## src/rtl/bitslam_host.sv

```systemverilog
// Host-side driver for the bitslam chip register bus: buffers (addr, data) writes,
// generates the chip clock and serialises writes into address/data bus phases.
package bitslam_host_pkg;

    localparam int unsigned FIELD_W = 6;

    typedef struct packed {
        logic [FIELD_W-1:0] addr;
        logic [FIELD_W-1:0] data;
    } wr_req_t;

    typedef struct packed {
        logic [FIELD_W-1:0] addr_data;
        logic               sel;
    } bus_t;

endpackage

module bitslam_host
    import bitslam_host_pkg::*;
#(
    parameter int unsigned CLK_DIV    = 2,
    parameter int unsigned FIFO_DEPTH = 4
) (
    input  logic         clk,
    input  logic         rst_n,
    input  logic         wr_valid,
    output logic         wr_ready,
    input  logic [5:0]   wr_addr,
    input  logic [5:0]   wr_data,
    output logic [7:0]   chip_io_in,
    input  logic [7:0]   chip_io_out,
    output logic         audio_out,
    output logic         idle
);

    localparam int unsigned DIV_W = 8;
    localparam int unsigned PTR_W = (FIFO_DEPTH > 1) ? $clog2(FIFO_DEPTH) : 1;
    localparam int unsigned CNT_W = PTR_W + 1;

    localparam logic [DIV_W-1:0]   DIV_LAST  = DIV_W'(CLK_DIV - 1);
    localparam logic [CNT_W-1:0]   FULL_CNT  = CNT_W'(FIFO_DEPTH);
    localparam logic [FIELD_W-1:0] RST_ADDR  = 6'h3F;

    typedef enum logic [1:0] {
        ST_IDLE,
        ST_ADDR,
        ST_DATA
    } state_t;

    // ------------------------------------------------------------------
    // Chip clock generation
    // ------------------------------------------------------------------
    logic [DIV_W-1:0] half_cnt;
    logic             chip_clk;
    logic             boundary_c;

    always_ff @(posedge clk or negedge rst_n) begin
        if (!rst_n) begin
            half_cnt <= '0;
            chip_clk <= 1'b0;
        end else if (half_cnt == DIV_LAST) begin
            half_cnt <= '0;
            chip_clk <= ~chip_clk;
        end else begin
            half_cnt <= half_cnt + DIV_W'(1);
        end
    end

    // Phase boundary: the cycle in which the chip clock falls.
    assign boundary_c = chip_clk && (half_cnt == DIV_LAST);

    // ------------------------------------------------------------------
    // Write-request FIFO
    // ------------------------------------------------------------------
    wr_req_t          mem [FIFO_DEPTH];
    logic [PTR_W-1:0] rd_ptr;
    logic [PTR_W-1:0] wr_ptr;
    logic [CNT_W-1:0] count;
    logic [CNT_W-1:0] count_n;
    logic             push_c;
    logic             pop_c;
    logic             empty_c;
    wr_req_t          head_c;

    assign push_c  = wr_valid && wr_ready;
    assign empty_c = (count == '0);
    assign head_c  = mem[rd_ptr];
    assign count_n = count + CNT_W'(push_c) - CNT_W'(pop_c);

    always_ff @(posedge clk) begin
        if (push_c) begin
            mem[wr_ptr] <= '{addr: wr_addr, data: wr_data};
        end
    end

    always_ff @(posedge clk or negedge rst_n) begin
        if (!rst_n) begin
            rd_ptr   <= '0;
            wr_ptr   <= '0;
            count    <= '0;
            wr_ready <= 1'b1;
        end else begin
            if (push_c) begin
                wr_ptr <= wr_ptr + PTR_W'(1);
            end
            if (pop_c) begin
                rd_ptr <= rd_ptr + PTR_W'(1);
            end
            count    <= count_n;
            wr_ready <= (count_n != FULL_CNT);
        end
    end

    // ------------------------------------------------------------------
    // Bus sequencing FSM
    // ------------------------------------------------------------------
    state_t           state;
    state_t           state_n;
    bus_t             bus;
    bus_t             bus_n;
    logic [FIELD_W-1:0] last_addr;
    logic [FIELD_W-1:0] last_addr_n;

    always_ff @(posedge clk or negedge rst_n) begin
        if (!rst_n) begin
            state <= ST_IDLE;
        end else begin
            state <= state_n;
        end
    end

    // Same-address writes go straight to a data phase; otherwise an address phase first.
    always_comb begin
        state_n     = state;
        bus_n       = bus;
        last_addr_n = last_addr;
        pop_c       = 1'b0;
        if (boundary_c) begin
            case (state)
                ST_ADDR: begin
                    if (!empty_c) begin
                        state_n = ST_DATA;
                        pop_c   = 1'b1;
                        bus_n   = '{addr_data: head_c.data, sel: 1'b1};
                    end else begin
                        state_n = ST_IDLE;
                        bus_n   = '{addr_data: last_addr, sel: 1'b0};
                    end
                end
                default: begin
                    if (empty_c) begin
                        state_n = ST_IDLE;
                        bus_n   = '{addr_data: last_addr, sel: 1'b0};
                    end else if (head_c.addr == last_addr) begin
                        state_n = ST_DATA;
                        pop_c   = 1'b1;
                        bus_n   = '{addr_data: head_c.data, sel: 1'b1};
                    end else begin
                        state_n     = ST_ADDR;
                        bus_n       = '{addr_data: head_c.addr, sel: 1'b0};
                        last_addr_n = head_c.addr;
                    end
                end
            endcase
        end
    end

    always_ff @(posedge clk or negedge rst_n) begin
        if (!rst_n) begin
            bus       <= '{addr_data: RST_ADDR, sel: 1'b0};
            last_addr <= RST_ADDR;
            idle      <= 1'b1;
        end else begin
            bus       <= bus_n;
            last_addr <= last_addr_n;
            idle      <= (count_n == '0) && (state_n == ST_IDLE);
        end
    end

    assign chip_io_in = {bus, chip_clk};

    // ------------------------------------------------------------------
    // Audio return path synchroniser
    // ------------------------------------------------------------------
    logic audio_meta;
    logic unused_io;

    assign unused_io = ^chip_io_out[7:1];

    always_ff @(posedge clk or negedge rst_n) begin
        if (!rst_n) begin
            audio_meta <= 1'b0;
            audio_out  <= 1'b0;
        end else begin
            audio_meta <= chip_io_out[0];
            audio_out  <= audio_meta;
        end
    end

endmodule

```

## config.mk

```make
export PLATFORM = sky130hd
export DESIGN_NAME = bitslam_host
export DESIGN_NICKNAME = d
export VERILOG_FILES = /design/src/rtl/bitslam_host.sv
export SDC_FILE = /design/constraint.sdc
export NUM_CORES = 1
export LEC_CHECK = 0
export ABC_CLOCK_PERIOD_IN_PS = 3600
export CAP_MARGIN = 0
export CORE_ASPECT_RATIO = 0.75
export CORE_UTILIZATION = 50
export DETAILED_ROUTE_END_ITERATION = 8
export DONT_BUFFER_PORTS = 1
export MAX_ROUTING_LAYER = met4
export PLACE_DENSITY = 0.68
export SKIP_LAST_GASP = 1
export SLEW_MARGIN = 5
export SYNTH_ARGS = -nofsm -noshare
export SYNTH_HDL_FRONTEND = slang
export SYNTH_SLANG_ARGS = --single-unit
```

## constraint.sdc

```tcl
create_clock -name clk -period 3.6 [get_ports clk]
set_input_delay 0.72 -clock clk [delete_from_list [all_inputs] [get_ports clk]]
set_output_delay 0.72 -clock clk [all_outputs]
set_load 0.05 [all_outputs]
```

# Yosys cells after proc, flatten, opt, wreduce, memory -nomap -nowiden
# Memories as Yosys holds them, arrays and structs flattened.
# Cells that the tools add are included.
dict set report classes {
  eq_ne 4
  div 0
  shift 0
  mux 17
  bitwise_logic 4
  addsub 5
  multipliers 0
  n_lt_le_gt_ge 0
  n_reduce_logical 7
}
# operator n
set op_table {}
lappend op_table {{$mux W7} 4}
lappend op_table {{$mux W2} 5}
lappend op_table {{$add A8 B1 Y8 const B} 1}
lappend op_table {{$eq A8 B1 Y1 const B} 1}
lappend op_table {{$mux W8} 1}
lappend op_table {{$mux W1} 7}
lappend op_table {{$eq A6 B6 Y1} 1}
lappend op_table {{$logic_not A3 Y1} 2}
lappend op_table {{$add A2 B1 Y2 const B} 2}
lappend op_table {{$not A1 Y1} 4}
lappend op_table {{$reduce_and A4 Y1} 1}
lappend op_table {{$add A3 B1 Y3} 1}
lappend op_table {{$logic_and A1 B1 Y1} 3}
lappend op_table {{$ne A3 B3 Y1 const B} 1}
lappend op_table {{$sub A3 B1 Y3} 1}
lappend op_table {{$eq A2 B1 Y1 const B} 1}
lappend op_table {{$logic_not A2 Y1} 1}
dict set report totals {
  romBits 0
  out_inout_bits 11
  inputBits 23
  regBits 35
  latch_bits 0
  ramBits 48
  elab_cells 51
  n_memories 1
}
# name words word_bits rd rd_clocked_by_memory_dff write_ports line_no
set mem_list {}
lappend mem_list {mem 4 12 1 0 1 76} ;# wr_req_t mem [FIFO_DEPTH];

# Longest topological paths before layout
# An unclocked memory read counts as a cell.
dict set report logic_depth {
  depth_word 9
  depth_mapped 16
  ltp_nobuf 14
}

# Worst setup path after synthesis
# Ideal clock, no wire load.
dict set report synth_timing {
  kind {reg2reg}
  start {register rd_ptr[0]}
  end {register idle}
  setup_ns 0.096
  path_buffers 2
  required_time_ns 3.504
  period_less_slack_ns 3.525
  stages_incl_launch_ff 16
  arrival_ns 3.429
  setup_slack_ns 0.075
  path_cell_list {dfrtp_1 > buf_6 > mux4_1 > xnor2_1 > nand4_1 > o32ai_4 > and3_1 > buf_4 > ha_1 > inv_1 > ha_1 > inv_1 > fa_1 > xnor2_1 > xnor2_1 > nor4_1}
}
dict set report synth_between {
  elab_chain_len 9
  elab_cells_between_ends 14
  classes_between {add/sub: 1; eq/ne: 1; mux: 8; reduce/logical: 3; memory: 1}
}
# item line_no
set synth_lines {}
lappend synth_lines {{start: declaration} 77} ;# logic [PTR_W-1:0] rd_ptr;
lappend synth_lines {{start signal: assignment} 108} ;# rd_ptr <= rd_ptr + PTR_W'(1);
lappend synth_lines {{$mem_v2 Z4 W12} -}
lappend synth_lines {{$eq A6 B6 Y1} 155} ;# end else if (head_c.addr == last_addr) begin
lappend synth_lines {{$mux W1} 155}
lappend synth_lines {{$mux W1} 152} ;# if (empty_c) begin
lappend synth_lines {{$mux W1} 140} ;# case (state)
lappend synth_lines {{$mux W1} 139} ;# if (boundary_c) begin
lappend synth_lines {{via pop_c} 82} ;# logic pop_c;
lappend synth_lines {{$sub A3 B1 Y3} 89} ;# assign count_n = count + CNT_W'(push_c) - CNT_W'(pop_c);
lappend synth_lines {{via count_n[2]} 80} ;# logic [CNT_W-1:0] count_n;
lappend synth_lines {{$logic_not A3 Y1} 177} ;# idle <= (count_n == '0) && (state_n == ST_IDLE);
lappend synth_lines {{$logic_and A1 B1 Y1} 177}
lappend synth_lines {{end signal: assignment} 177}
lappend synth_lines {{end: declaration} 34} ;# output logic idle
# The timed path passes the listed nets, and every way through them passes these cells.
# A chain may end at the register's enable or synchronous reset.

# Worst setup path in the final report
dict set report layout_timing {
  start {register rd_ptr[0]}
  end {register idle}
}
dict set report layout_between {
  elab_chain_len 9
  elab_cells_between_ends 14
  classes_between {add/sub: 1; eq/ne: 1; mux: 8; reduce/logical: 3; memory: 1}
}
# item line_no
set layout_lines {}
lappend layout_lines {{$mem_v2 Z4 W12} -}
lappend layout_lines {{$eq A6 B6 Y1} 155}
lappend layout_lines {{$mux W1} 155}
lappend layout_lines {{$mux W1} 152}
lappend layout_lines {{$mux W1} 140}
lappend layout_lines {{$mux W1} 139}
lappend layout_lines {{$sub A3 B1 Y3} 89}
lappend layout_lines {{via count_n[2]} 80}
lappend layout_lines {{$logic_not A3 Y1} 177}
lappend layout_lines {{$logic_and A1 B1 Y1} 177}
# The timed path passes the listed nets, and every way through them passes these cells.

==> flow_summary.html <==
<table>
<tr><th>Metric</th><th>Value</th></tr>
<tr><th colspan="2">Worst setup path</th></tr>
<tr><td>Data arrival at the endpoint of the critical path</td><td>approximately 3.7 ns</td></tr>
<tr><td>Worst R2R Setup Slack</td><td>~0.19 ns</td></tr>
<tr><td>Cells along the critical path</td><td>mux4_2 -&gt; xnor2_1 -&gt; nand4_1 -&gt; o32ai_4 -&gt; and3_4 -&gt; ha_1 -&gt; inv_1 -&gt; ha_1 -&gt; inv_1 -&gt; fa_2 -&gt; xnor2_2 -&gt; xnor2_1 -&gt; nor4_1</td></tr>
<tr><td>Library cell contributing the largest single delay on the critical path</td><td>mux4_2</td></tr>
<tr><td>CP required</td><td>roughly 3.9 ns</td></tr>
<tr><td>Number of cells on the worst reg-to-reg path</td><td>13</td></tr>
<tr><td>Crit Path Class</td><td>flop to flop</td></tr>
<tr><td>Maximum fanout along the worst path</td><td>6</td></tr>
<tr><td>Nature of the critical path startpoint</td><td>flop</td></tr>
<tr><td>Worst stage delay on the critical path</td><td>around 0.58 ns</td></tr>
<tr><td>Setup crit end kind</td><td>flop</td></tr>
<tr><th colspan="2">Logic synthesis</th></tr>
<tr><td>Sequential fraction of the synthesis area</td><td>66.93%</td></tr>
<tr><td>Primary flip-flop cell chosen by synthesis mapping</td><td>edfxtp_1</td></tr>
<tr><td>FFs w/ async S/R, synth</td><td>between 40% and 50%</td></tr>
<tr><td>Number of cells produced by synthesis</td><td>between 200 and 250</td></tr>
<tr><td>Post-synth EDFFs</td><td>48</td></tr>
<tr><td>Syn Area/Cell</td><td>16.85 µm²</td></tr>
<tr><td>Yosys warns</td><td>0</td></tr>
<tr><td>#FFs+latches synth</td><td>83</td></tr>
<tr><td>Synthesized area</td><td>about 3500 µm²</td></tr>
<tr><td>Post-synth net total</td><td>239</td></tr>
<tr><td>Cell variety after synth</td><td>35</td></tr>
<tr><th colspan="2">Finish</th></tr>
<tr><td>Fill count</td><td>slightly below 500</td></tr>
<tr><td>Layout-stage area growth over the synthesis result</td><td>9.469%</td></tr>
<tr><td>NumNets Final</td><td>around 250</td></tr>
<tr><td>Proportion of layout cells with a drive suffix above 1</td><td>between 30% and 40%</td></tr>
<tr><td>Antenna Diode Count</td><td>0</td></tr>
<tr><td>Fraction of the core area covered by cells at the end of the flow</td><td>about three fifths</td></tr>
<tr><th colspan="2">CTS</th></tr>
<tr><td>Clock network latency to the later pin of the worst-skew pair</td><td>0.35 ns</td></tr>
<tr><td>Clk sink count</td><td>83</td></tr>
<tr><td>Root buf cell</td><td>clkbuf_8</td></tr>
<tr><td>Number of buffers inserted during clock tree synthesis</td><td>9</td></tr>
<tr><td>Clock edge transition at the registers on the reported setup and hold paths</td><td>about 0.08 ns</td></tr>
<tr><td>CTS tree</td><td>done</td></tr>
<tr><td>Clock Tree Buf Depth</td><td>2</td></tr>
<tr><td>Maximum level of the CTS H-tree</td><td>3</td></tr>
<tr><th colspan="2">Placed design</th></tr>
<tr><td>Placed wire-length estimate after detailed placement</td><td>a little over 4 mm</td></tr>
<tr><td>Count of port buffers added during placement</td><td>0</td></tr>
<tr><td>Final weighted congestion of routability-driven global placement</td><td>around 0.74</td></tr>
<tr><th colspan="2">Min path</th></tr>
<tr><td>Tightest Hold Check Type</td><td>input pin to async pin</td></tr>
<tr><th colspan="2">Global route</th></tr>
<tr><td>Via count of the first global-routing pass</td><td>~1800</td></tr>
<tr><td>Global-route total usage across every layer</td><td>between 15 and 20%</td></tr>
<tr><td>Maximum number of pins on one net before global-route repair</td><td>36</td></tr>
<tr><td>Total grt overflow</td><td>0</td></tr>
<tr><td>First-pass GRT wire length</td><td>slightly below 10 mm</td></tr>
<tr><td>Antenna violations before repair</td><td>0</td></tr>
<tr><th colspan="2">Timing</th></tr>
<tr><td>Clock period minus final worst setup slack</td><td>around 3.4 ns</td></tr>
<tr><td>Highest clock frequency the design can meet</td><td>just under 0.3 GHz</td></tr>
<tr><td>Worst slew slack as a fraction of its limit</td><td>about half</td></tr>
<tr><td>Pin slew with the least headroom to its limit</td><td>around 0.76 ns</td></tr>
<tr><td>Total negative slack for setup checks</td><td>0 ns</td></tr>
<tr><td>Number of hold-slack violations in the final timing report</td><td>0</td></tr>
<tr><td>Max Transition Viols Final</td><td>0</td></tr>
<tr><td>Final setup violation count</td><td>0</td></tr>
<tr><td>RSZ-0062 raised after global routing</td><td>no</td></tr>
<tr><td>Clk_skew</td><td>~0.009 ns</td></tr>
<tr><td>Post-route fraction of the period consumed by the critical path</td><td>about 95%</td></tr>
<tr><th colspan="2">Floorplanning</th></tr>
<tr><td>Die H</td><td>approximately 74 µm</td></tr>
<tr><td>Top Ports</td><td>34</td></tr>
<tr><td>Die Wd</td><td>around 98 µm</td></tr>
<tr><td>Die area</td><td>~7300 µm²</td></tr>
<tr><td>Starting density of the core</td><td>a little over half</td></tr>
<tr><td>Number of cell rows</td><td>25</td></tr>
<tr><td>Placeable Area</td><td>roughly 6500 µm²</td></tr>
<tr><th colspan="2">Routing</th></tr>
<tr><td>Drt wl/cell</td><td>19.87 µm</td></tr>
<tr><td>Vias</td><td>approximately 1800</td></tr>
<tr><td>Iteration-0 DRC count of the detailed router</td><td>between 100 and 150</td></tr>
<tr><td>Vias per cell</td><td>approximately 5.7</td></tr>
<tr><td>DR DRC count</td><td>0</td></tr>
<tr><td>Final antenna-violating net count</td><td>0</td></tr>
<tr><td>First-pass DRT Iterations</td><td>4</td></tr>
<tr><td>Drt total wl</td><td>6.119 mm</td></tr>
<tr><th colspan="2">Power and ir drop</th></tr>
<tr><td>Leakage power total</td><td>~0.0015 µW</td></tr>
<tr><td>Maximum ir drop on the vdd rail</td><td>348.5 µV</td></tr>
<tr><td>Total power per unit cell area</td><td>841.4 nW/µm²</td></tr>
<tr><td>Overall power consumption</td><td>between 3000 and 4000 µW</td></tr>
<tr><th colspan="2">Flow run</th></tr>
<tr><td>Max-capacitance violation count</td><td>0</td></tr>
<tr><th colspan="2">Run status</th></tr>
<tr><td>Result of the run</td><td>finished clean</td></tr>
</table>
-- sequential cells by signal, summed over array words and instances, names as in the netlist --
signal	cells
wr_ptr	2
wr_ready	1
audio_out	1
rd_ptr	2
idle	1
half_cnt	8
mem	48
count	3
state	2
chip_io_in	7
audio_meta	1
chip_clk	1
last_addr	6
-- worst max-delay path, delay by kind of cell, from the launching register on --
kind / cells / cell delay, ns
AOI/OAI and AO/OA: 1 / 0.26
xor gates and xnor gates: 3 / 0.46
adders and majority gates: 3 / 0.71
buffers and inverters: 2 / 0.11
DFF: 1 / 0.50
muxes: 1 / 0.58
and+or+nand+nor: 3 / 0.69
-- kinds of logic after synthesis --
logic type	Yosys count	synth area share, %
AOI/OAI and AO/OA	23	4.304
xor gates and xnor gates	18	4.519
adders and majority gates	9	3.443
buffers and inverters	16	2.511
DFF	83	66.93
muxes	25	12.80
and+or+nand+nor	33	5.488
-- report_power, final --
group          total (µW)  leakage (µW)  switching, µW  internal (µW)
logic                 958      0.000524            450            508
registers            1670      0.000848            346           1320
clock network         589     0.0000937            322            267
-- routing by layer --
layer / track usage (%) / up-vias / routed length (µm) / part of all wire [%]
li1: - / 802 / - / -
met1: 23.59 / 907 / 2754 / 45
met2: 31.14 / 51 / 3009 / 49
met3: 7.049 / 6 / 316 / 5.2
met4: 5.473 / 0 / 38 / 0.62
met5: - / - / 0 / 0
-- placed cells by master, fill, tap and decap left out, drive strengths merged, types with 3 or more instances in the layout --
master | synthesis | routed
clkinv | 0 | 3
xor2 | 5 | 5
and3 | 7 | 7
edfxtp | 48 | 48
dfrtp | 21 | 21
clkbuf | 2 | 11
a21oi | 7 | 7
mux4 | 12 | 12
xnor2 | 13 | 13
o21ai | 7 | 7
nand3 | 4 | 4
buf | 7 | 13
ha | 8 | 8
mux2 | 7 | 7
o22ai | 6 | 6
mux2i | 6 | 6
nor2 | 9 | 9
dfstp | 14 | 14
inv | 7 | 9
-- synth_stat cells (5+ instances only) --
cell	number	area [µm²]
xor2_1	5	43.79
o21ai_0	7	35.03
a21oi_1	7	35.03
edfxtp_1	48	1441
inv_1	7	26.28
dfrtp_1	21	525.5
and3_1	7	43.79
nor2_1	9	33.78
mux2_4	6	90.09
xnor2_1	13	113.9
dfstp_2	14	367.9
mux2i_1	6	60.06
ha_1	8	100.1
o22ai_1	6	37.54
mux4_2	8	180.2
-- final timing paths --
kind / end / startpoint
min reg2reg: audio_out / audio_meta
max in group asynchronous: last_addr[3] / rst_n
max reg2reg: idle / rd_ptr[0]
min: audio_out / rst_n
min in group clk: audio_out / audio_meta
max: idle / rd_ptr[0]
-- layout make-up --
type | instances | area, µm² | area share (%)
clock buffer | 11 | 141.4 | 3.703
sequential | 83 | 2336 | 61.17
tap | 81 | 101.3 | 2.654
timing repair buffer | 13 | 105.1 | 2.752
multi-input combinational | 108 | 1081 | 28.31
inverter | 7 | 26.28 | 0.6881
clock inverter | 5 | 27.53 | 0.7208
-- through the flow --
stage / cells / setup slack [ns] / hold slack [ns] / area [µm²]
final: 308 / 0.1859 / 0.05308 / 3819
after detailed placement: 286 / 0.01156 / 0.3347 / 3581
after global placement: 286 / 0.05561 / 0.3394 / 3581
after floorplan: 207 / 0.07461 / 0.3312 / 3488
after CTS: 302 / 0.03828 / 0.03960 / 3751
after global routing: 308 / 0.01342 / 0.02540 / 3819
-- what timing repair did --
| item | CTS | global route |
|---|---|---|
| hold buffers | 0 | 0 |
| gates resized for setup | 1 | 11 |
| setup endpoints to repair | 2 | 2 |
| setup buffers | 0 | 6 |
| pin swaps | 0 | 3 |
No activity file was read; power rests on OpenSTA's default activity.
